<file path="src/rtl/stream_relay_pkg.sv">
// rtl/stream_relay_pkg.sv - shared defaults, level width helper and mode enum for stream_relay
package stream_relay_pkg;

    localparam int DEF_DATA_W = 8;
    localparam int DEF_DEPTH  = 16;
    localparam int DEF_CNT_W  = 16;

    typedef enum logic {
        MODE_BUF    = 1'b0,
        MODE_BYPASS = 1'b1
    } mode_e;

    // Width needed to represent 0..depth inclusive.
    function automatic int level_w(input int depth);
        return $clog2(depth + 1);
    endfunction

endpackage

</file>
<file path="src/rtl/stream_relay_fifo.sv">
// rtl/stream_relay_fifo.sv - circular storage behind the output register, wraps modulo N
module stream_relay_fifo #(
    parameter  int DATA_W = 8,
    parameter  int N      = 15,
    localparam int PTR_W  = (N > 1) ? $clog2(N) : 1,
    localparam int CW     = $clog2(N + 1)
) (
    input  logic              clk,
    input  logic              rst_n,
    input  logic              flush_i,
    input  logic              push_i,
    input  logic [DATA_W-1:0] wdata_i,
    input  logic              pop_i,
    output logic [DATA_W-1:0] rdata_o,
    output logic [CW-1:0]     count_o,
    output logic              full_o,
    output logic              empty_o
);

    logic [DATA_W-1:0] mem_q [N];
    logic [PTR_W-1:0]  wr_ptr_q, rd_ptr_q;
    logic [CW-1:0]     count_q;
    logic              do_push, do_pop;

    function automatic logic [PTR_W-1:0] next_ptr(input logic [PTR_W-1:0] p);
        return (p == PTR_W'(N - 1)) ? '0 : p + PTR_W'(1);
    endfunction

    assign full_o  = (count_q == CW'(N));
    assign empty_o = (count_q == '0);
    assign count_o = count_q;
    assign rdata_o = mem_q[rd_ptr_q];

    // A push into a full store is legal when a pop frees the head slot in the same cycle.
    assign do_push = push_i && (!full_o || pop_i);
    assign do_pop  = pop_i && !empty_o;

    always_ff @(posedge clk or negedge rst_n) begin
        if (!rst_n) begin
            wr_ptr_q <= '0;
            rd_ptr_q <= '0;
            count_q  <= '0;
        end else if (flush_i) begin
            wr_ptr_q <= '0;
            rd_ptr_q <= '0;
            count_q  <= '0;
        end else begin
            if (do_push) wr_ptr_q <= next_ptr(wr_ptr_q);
            if (do_pop)  rd_ptr_q <= next_ptr(rd_ptr_q);
            count_q <= count_q + CW'(do_push) - CW'(do_pop);
        end
    end

    always_ff @(posedge clk) begin
        if (do_push && !flush_i) mem_q[wr_ptr_q] <= wdata_i;
    end

endmodule

</file>
<file path="src/rtl/stream_relay.sv">
// rtl/stream_relay.sv - valid-qualified stream relay with buffering, backpressure, drop counting and legacy bypass
module stream_relay
    import stream_relay_pkg::*;
#(
    parameter  int DATA_W = DEF_DATA_W,
    parameter  int DEPTH  = DEF_DEPTH,
    parameter  int CNT_W  = DEF_CNT_W,
    localparam int LVL_W  = level_w(DEPTH),
    localparam int FW     = $clog2(DEPTH)
) (
    input  logic              clk,
    input  logic              rst_n,
    input  logic [DATA_W-1:0] rxd,
    input  logic              rx_dv,
    input  logic              bypass,
    input  logic              tx_ready,
    input  logic              clr_ovf,
    output logic [DATA_W-1:0] txd,
    output logic              tx_en,
    output logic              ovf,
    output logic [CNT_W-1:0]  drop_cnt,
    output logic [LVL_W-1:0]  level
);

    logic [DATA_W-1:0] txd_q, txd_d;
    logic              tx_en_q, tx_en_d;
    logic              ovf_q, ovf_d;
    logic [CNT_W-1:0]  cnt_q, cnt_d;
    logic              byp_q;

    logic              fifo_push, fifo_pop, fifo_full, fifo_empty;
    logic [DATA_W-1:0] fifo_rdata;
    logic [FW-1:0]     fifo_count;
    logic              pop, drop, leaving;

    stream_relay_fifo #(
        .DATA_W (DATA_W),
        .N      (DEPTH - 1)
    ) u_fifo (
        .clk     (clk),
        .rst_n   (rst_n),
        .flush_i (bypass),
        .push_i  (fifo_push),
        .wdata_i (rxd),
        .pop_i   (fifo_pop),
        .rdata_o (fifo_rdata),
        .count_o (fifo_count),
        .full_o  (fifo_full),
        .empty_o (fifo_empty)
    );

    always_comb begin
        txd_d     = txd_q;
        tx_en_d   = tx_en_q;
        ovf_d     = ovf_q;
        cnt_d     = cnt_q;
        fifo_push = 1'b0;
        fifo_pop  = 1'b0;
        drop      = 1'b0;
        leaving   = byp_q && !bypass;
        pop       = tx_en_q && tx_ready;

        if (bypass) begin
            txd_d   = rxd;
            tx_en_d = rx_dv;
        end else if (leaving) begin
            tx_en_d = 1'b0;
        end else if (pop) begin
            if (!fifo_empty) begin
                txd_d     = fifo_rdata;
                fifo_pop  = 1'b1;
                fifo_push = rx_dv;
            end else if (rx_dv) begin
                txd_d = rxd;
            end else begin
                tx_en_d = 1'b0;
            end
        end else if (!tx_en_q) begin
            if (rx_dv) begin
                txd_d   = rxd;
                tx_en_d = 1'b1;
            end
        end else if (rx_dv) begin
            if (fifo_full) drop = 1'b1;
            else           fifo_push = 1'b1;
        end

        // A drop in the same cycle as clr_ovf restarts the count at one.
        if (drop) begin
            ovf_d = 1'b1;
            if (clr_ovf)          cnt_d = CNT_W'(1);
            else if (cnt_q != '1) cnt_d = cnt_q + CNT_W'(1);
        end else if (clr_ovf) begin
            ovf_d = 1'b0;
            cnt_d = '0;
        end
    end

    always_ff @(posedge clk or negedge rst_n) begin
        if (!rst_n) begin
            txd_q   <= '0;
            tx_en_q <= 1'b0;
            ovf_q   <= 1'b0;
            cnt_q   <= '0;
            byp_q   <= 1'b0;
        end else begin
            txd_q   <= txd_d;
            tx_en_q <= tx_en_d;
            ovf_q   <= ovf_d;
            cnt_q   <= cnt_d;
            byp_q   <= bypass;
        end
    end

    assign txd      = txd_q;
    assign tx_en    = tx_en_q;
    assign ovf      = ovf_q;
    assign drop_cnt = cnt_q;
    assign level    = byp_q ? '0 : LVL_W'(fifo_count) + LVL_W'(tx_en_q);

endmodule

</file>
<file path="config.mk">
export PLATFORM = sky130hd
export DESIGN_NAME = stream_relay
export DESIGN_NICKNAME = d
export VERILOG_FILES = /design/src/rtl/stream_relay_pkg.sv /design/src/rtl/stream_relay_fifo.sv /design/src/rtl/stream_relay.sv
export SDC_FILE = /design/constraint.sdc
export NUM_CORES = 1
export LEC_CHECK = 0
export ABC_AREA = 1
export CAP_MARGIN = 5
export CORE_MARGIN = 3
export CORE_UTILIZATION = 50
export CTS_CLUSTER_DIAMETER = 150
export DETAILED_ROUTE_END_ITERATION = 10
export PLACE_DENSITY_LB_ADDON = 0.15
export SLEW_MARGIN = 20
export SYNTH_ARGS = -nofsm -noshare
export SYNTH_HDL_FRONTEND = slang
export SYNTH_SLANG_ARGS = --single-unit
export TNS_END_PERCENT = 10
</file>
<file path="constraint.sdc">
create_clock -name clk -period 2.5 [get_ports clk]
set_input_delay 0.375 -clock clk [delete_from_list [all_inputs] [get_ports clk]]
set_output_delay 0.375 -clock clk [all_outputs]
set_load 0.01 [all_outputs]
</file>
==> flow_metrics.tcl <==
set metrics [dict create \
    grt_pass1_wl_mm 30.6 \
    dp_slack_ns -0.112 \
    p_per_area_nw_per_um2 696 \
    syn_to_final_growth_pct 18.3 \
    synthTopCellsByArea "edfxtp_1 47%, dfrtp_1 13%, nand2_1 13%, nand3_1 7.1%, inv_1 5.2%" \
    finalSetupViolCount 0 \
    r2r_start "u_fifo.count_o[2]$_DFF_PN0_" \
    holdWs_ns 0.0824 \
    use_met3 0.0467 \
    arrival_ns 1.99 \
    crit_fanout 3 \
    yosysWarnings 0 \
    routabilityCongestion 0.917 \
    initial_core_util 0.519 \
    status "finished clean" \
    synth_cell_types 33 \
    rrSetupSlack_ns 0.16 \
    firstDrtPassIters 5 \
    rsz0062_at_grt "true" \
    vias_per_cell 5.45 \
    ir_worst_vdd_mv 0.434 \
    grt_pass1_vias 5748 \
    gr-usage-met1 0.344 \
    synth_edf_count 120 \
    grt_max_degree 40 \
    track_usage 0.243 \
    synth_seq_cells 159 \
    n_fill_cell 1216 \
    ant_nets 0 \
    path_class "register to primary output" \
    slew_violations 0 \
    reg2reg_to "u_fifo.mem_q[3][3]$_DFFE_PP_" \
    antenna_found_initial 0 \
    dieArea_um2 16800 \
    cts-buffers-inserted 17 \
    tritoncts "done" \
    cts_sinks 159 \
    layout_setup_ws_ns 0.133 \
    core_um2 14800 \
    routedWlPerCell_um 17.7 \
    swShare 0.268 \
    p_seq_frac 0.473 \
    combPwrFrac 0.140 \
    dp_hpwl_mm 13.6 \
    nNetsFinal 937 \
    synthArstFlopShare 0.245 \
    gr-usage-met2 0.375 \
    grt-busiest-layer "met2" \
    intPower_mw 4.61 \
    route.detailed.drc 0 \
    worstSetupEndpointType "primary output" \
    rows 44 \
    synth_top_area_frac 0.471 \
    synthCells 835 \
    worstSkewPairLatency_ns 0.43 \
    drive_above_1_share 0.112 \
    relSlewSlack 0.389 \
    drv_cap 0 \
    cts_root_buffer "clkbuf_16" \
    clkTransAtPathRegs_ns 0.06 \
    post-route-period-util 0.947 \
    p_sw_mw 1.69 \
    syn-cell-area_um2 7650 \
    hold_class "primary input to asynchronous set/reset pin" \
    port-buffer-count 44 \
    gr-total-overflow 0 \
    synth-seq-area-share 0.599 \
    synth_ff_type "edfxtp_1" \
    final.setup_skew_ns 0.0101 \
    r2r_cells 13 \
    tightest_slew_ns 0.917 \
    p_leak_nw 3.92 \
    fmax_mhz 422 \
    worstPathRequired_ns 2.12 \
    h-tree-depth 4 \
    routed_wl_mm 19.6 \
    die_h_um 130 \
    postSynthNetCount 862 \
    vias 6030 \
    syn_area_per_cell_um2 9.16 \
    drt-initial-drc-count 700 \
    yosys.area.top_type "edfxtp_1" \
    p_clk_frac 0.387 \
    cts_buffer_depth 2 \
    start_kind "register" \
    ios 45 \
    fin_crit_ns 2.37 \
    finalHoldViolations 0 \
    dieWidth_um 130 \
    num_antenna_cells 0 \
]
## cells in the final DEF, fill, tap and decap left out, types with 12 or more instances in the layout
| cell | n |
|---|---|
| buf_4 | 44 |
| dfrtp_1 | 37 |
| inv_1 | 105 |
| clkbuf_16 | 17 |
| nand4_1 | 14 |
| ha_1 | 12 |
| a21oi_1 | 36 |
| nand3_1 | 107 |
| nand2_1 | 256 |
| nor2_1 | 51 |
| clkdlybuf4s50_1 | 41 |
| edfxtp_1 | 120 |
## power groups by stage
stage | sequential (mW) | clock [mW] | combinational [mW]
2_1_floorplan | 3.02 | 0 | 0.518
3_3_place_gp | 3.03 | 0 | 0.847
3_5_place_dp | 3.03 | 0 | 0.864
4_1_cts | 2.98 | 2.48 | 0.871
5_1_grt | 2.98 | 2.58 | 0.984
6_report | 2.98 | 2.44 | 0.885
## cell families after synthesis
kind of cell               count (synthesis)  synth area share
buffers and inverters                    146            0.0790
and+or+nand+nor                          448             0.248
AOI/OAI and AO/OA                         64            0.0466
xor gates and xnor gates                   5           0.00572
adders and majority gates                 13            0.0222
DFF                                      159             0.599
## cell type report
type                            instances  area [um^2]  share of cell area
Clock buffer                           17          425              0.0470
Clock inverter                         15          136              0.0151
Inverter                              114          428              0.0473
Multi-Input combinational cell        530         2470               0.274
Sequential cell                       159         4580               0.506
Tap cell                              184          230              0.0254
Timing Repair Buffer                   88          771              0.0852
## worst max path at each step
| stage | start | end | slack, ns | depth (start not counted) |
|---|---|---|---|---|
| 2_1_floorplan | u_fifo.count_o[2]$_DFF_PN0_ | u_fifo.count_o[2]$_DFF_PN0_ | 0.31 | 13 |
| 5_1_grt | u_fifo.count_o[3]$_DFF_PN0_ | u_fifo.count_o[2]$_DFF_PN0_ | -0.02 | 13 |
| 4_1_cts | u_fifo.count_o[2]$_DFF_PN0_ | u_fifo.mem_q[9][1]$_DFFE_PP_ | 0.01 | 13 |
| 3_3_place_gp | tx_ready | u_fifo.mem_q[8][7]$_DFFE_PP_ | -0.03 | 13 |
| 6_report | u_fifo.count_o[2]$_DFF_PN0_ | level[3] | 0.13 | 6 |
| 3_5_place_dp | tx_ready | u_fifo.mem_q[9][1]$_DFFE_PP_ | -0.11 | 13 |
## synth_stat cells (2+ instances only)
cell and count:
a21oi_1 36, buf_1 4, buf_2 17, buf_4 3
buf_6 3, clkbuf_1 4, clkinv_1 2, dfrtp_1 39
edfxtp_1 120, ha_1 12, inv_1 105, inv_2 7
nand2_1 257, nand2_2 2, nand3_1 108, nand4_1 14
nor2_1 51, nor2_2 2, nor3_1 7, o21ai_0 11
o21ai_1 2, o21ai_2 6, o22ai_1 7, or2_2 4
xor2_1 4
## through the flow
step | cells | TNS [ns] | power, mW | cell area (um^2) | utilization
global placement | 1074 | -0.715 | 3.88 | 8460 | 0.574
finish | 1107 | 0 | 6.30 | 9050 | 0.613
floorplan | 835 | 0 | 3.54 | 7650 | -
CTS | 1106 | 0 | 6.33 | 9030 | 0.612
global route | 1107 | -0.0166 | 6.55 | 9050 | 0.613
detailed placement | 1074 | -3.66 | 3.90 | 8460 | 0.574
## critical path, stage by stage, from the launching register on
cell	delay, ns
dfrtp_1	0.40
buf_4	0.15
ha_1	0.17
nand2_1	0.08
o21ai_0	0.08
a21oi_1	0.13
clkdlybuf4s50_1	0.56
## what timing repair did
action	4_1_cts	5_1_grt
setup endpoints to repair	0	112
buffers inserted	0	1
resized for setup	0	5
hold buffers	0	0
hold endpoints to repair	0	0
## sequential cells by signal, indices dropped and copies added, names as in the netlist
signal           count
ovf                  1
txd                  8
drop_cnt            16
u_fifo.rd_ptr_q      4
u_fifo.count_o       4
u_fifo.wr_ptr_q      4
tx_en                1
byp_q                1
u_fifo.mem_q       120
## layer usage
layer	vias to the layer above	share of wire
met2	245	0.46
met4	0	0.023
met3	38	0.076
met1	2859	0.44
met5	-	0
li1	2888	-
(Power assumes the default switching activity.)
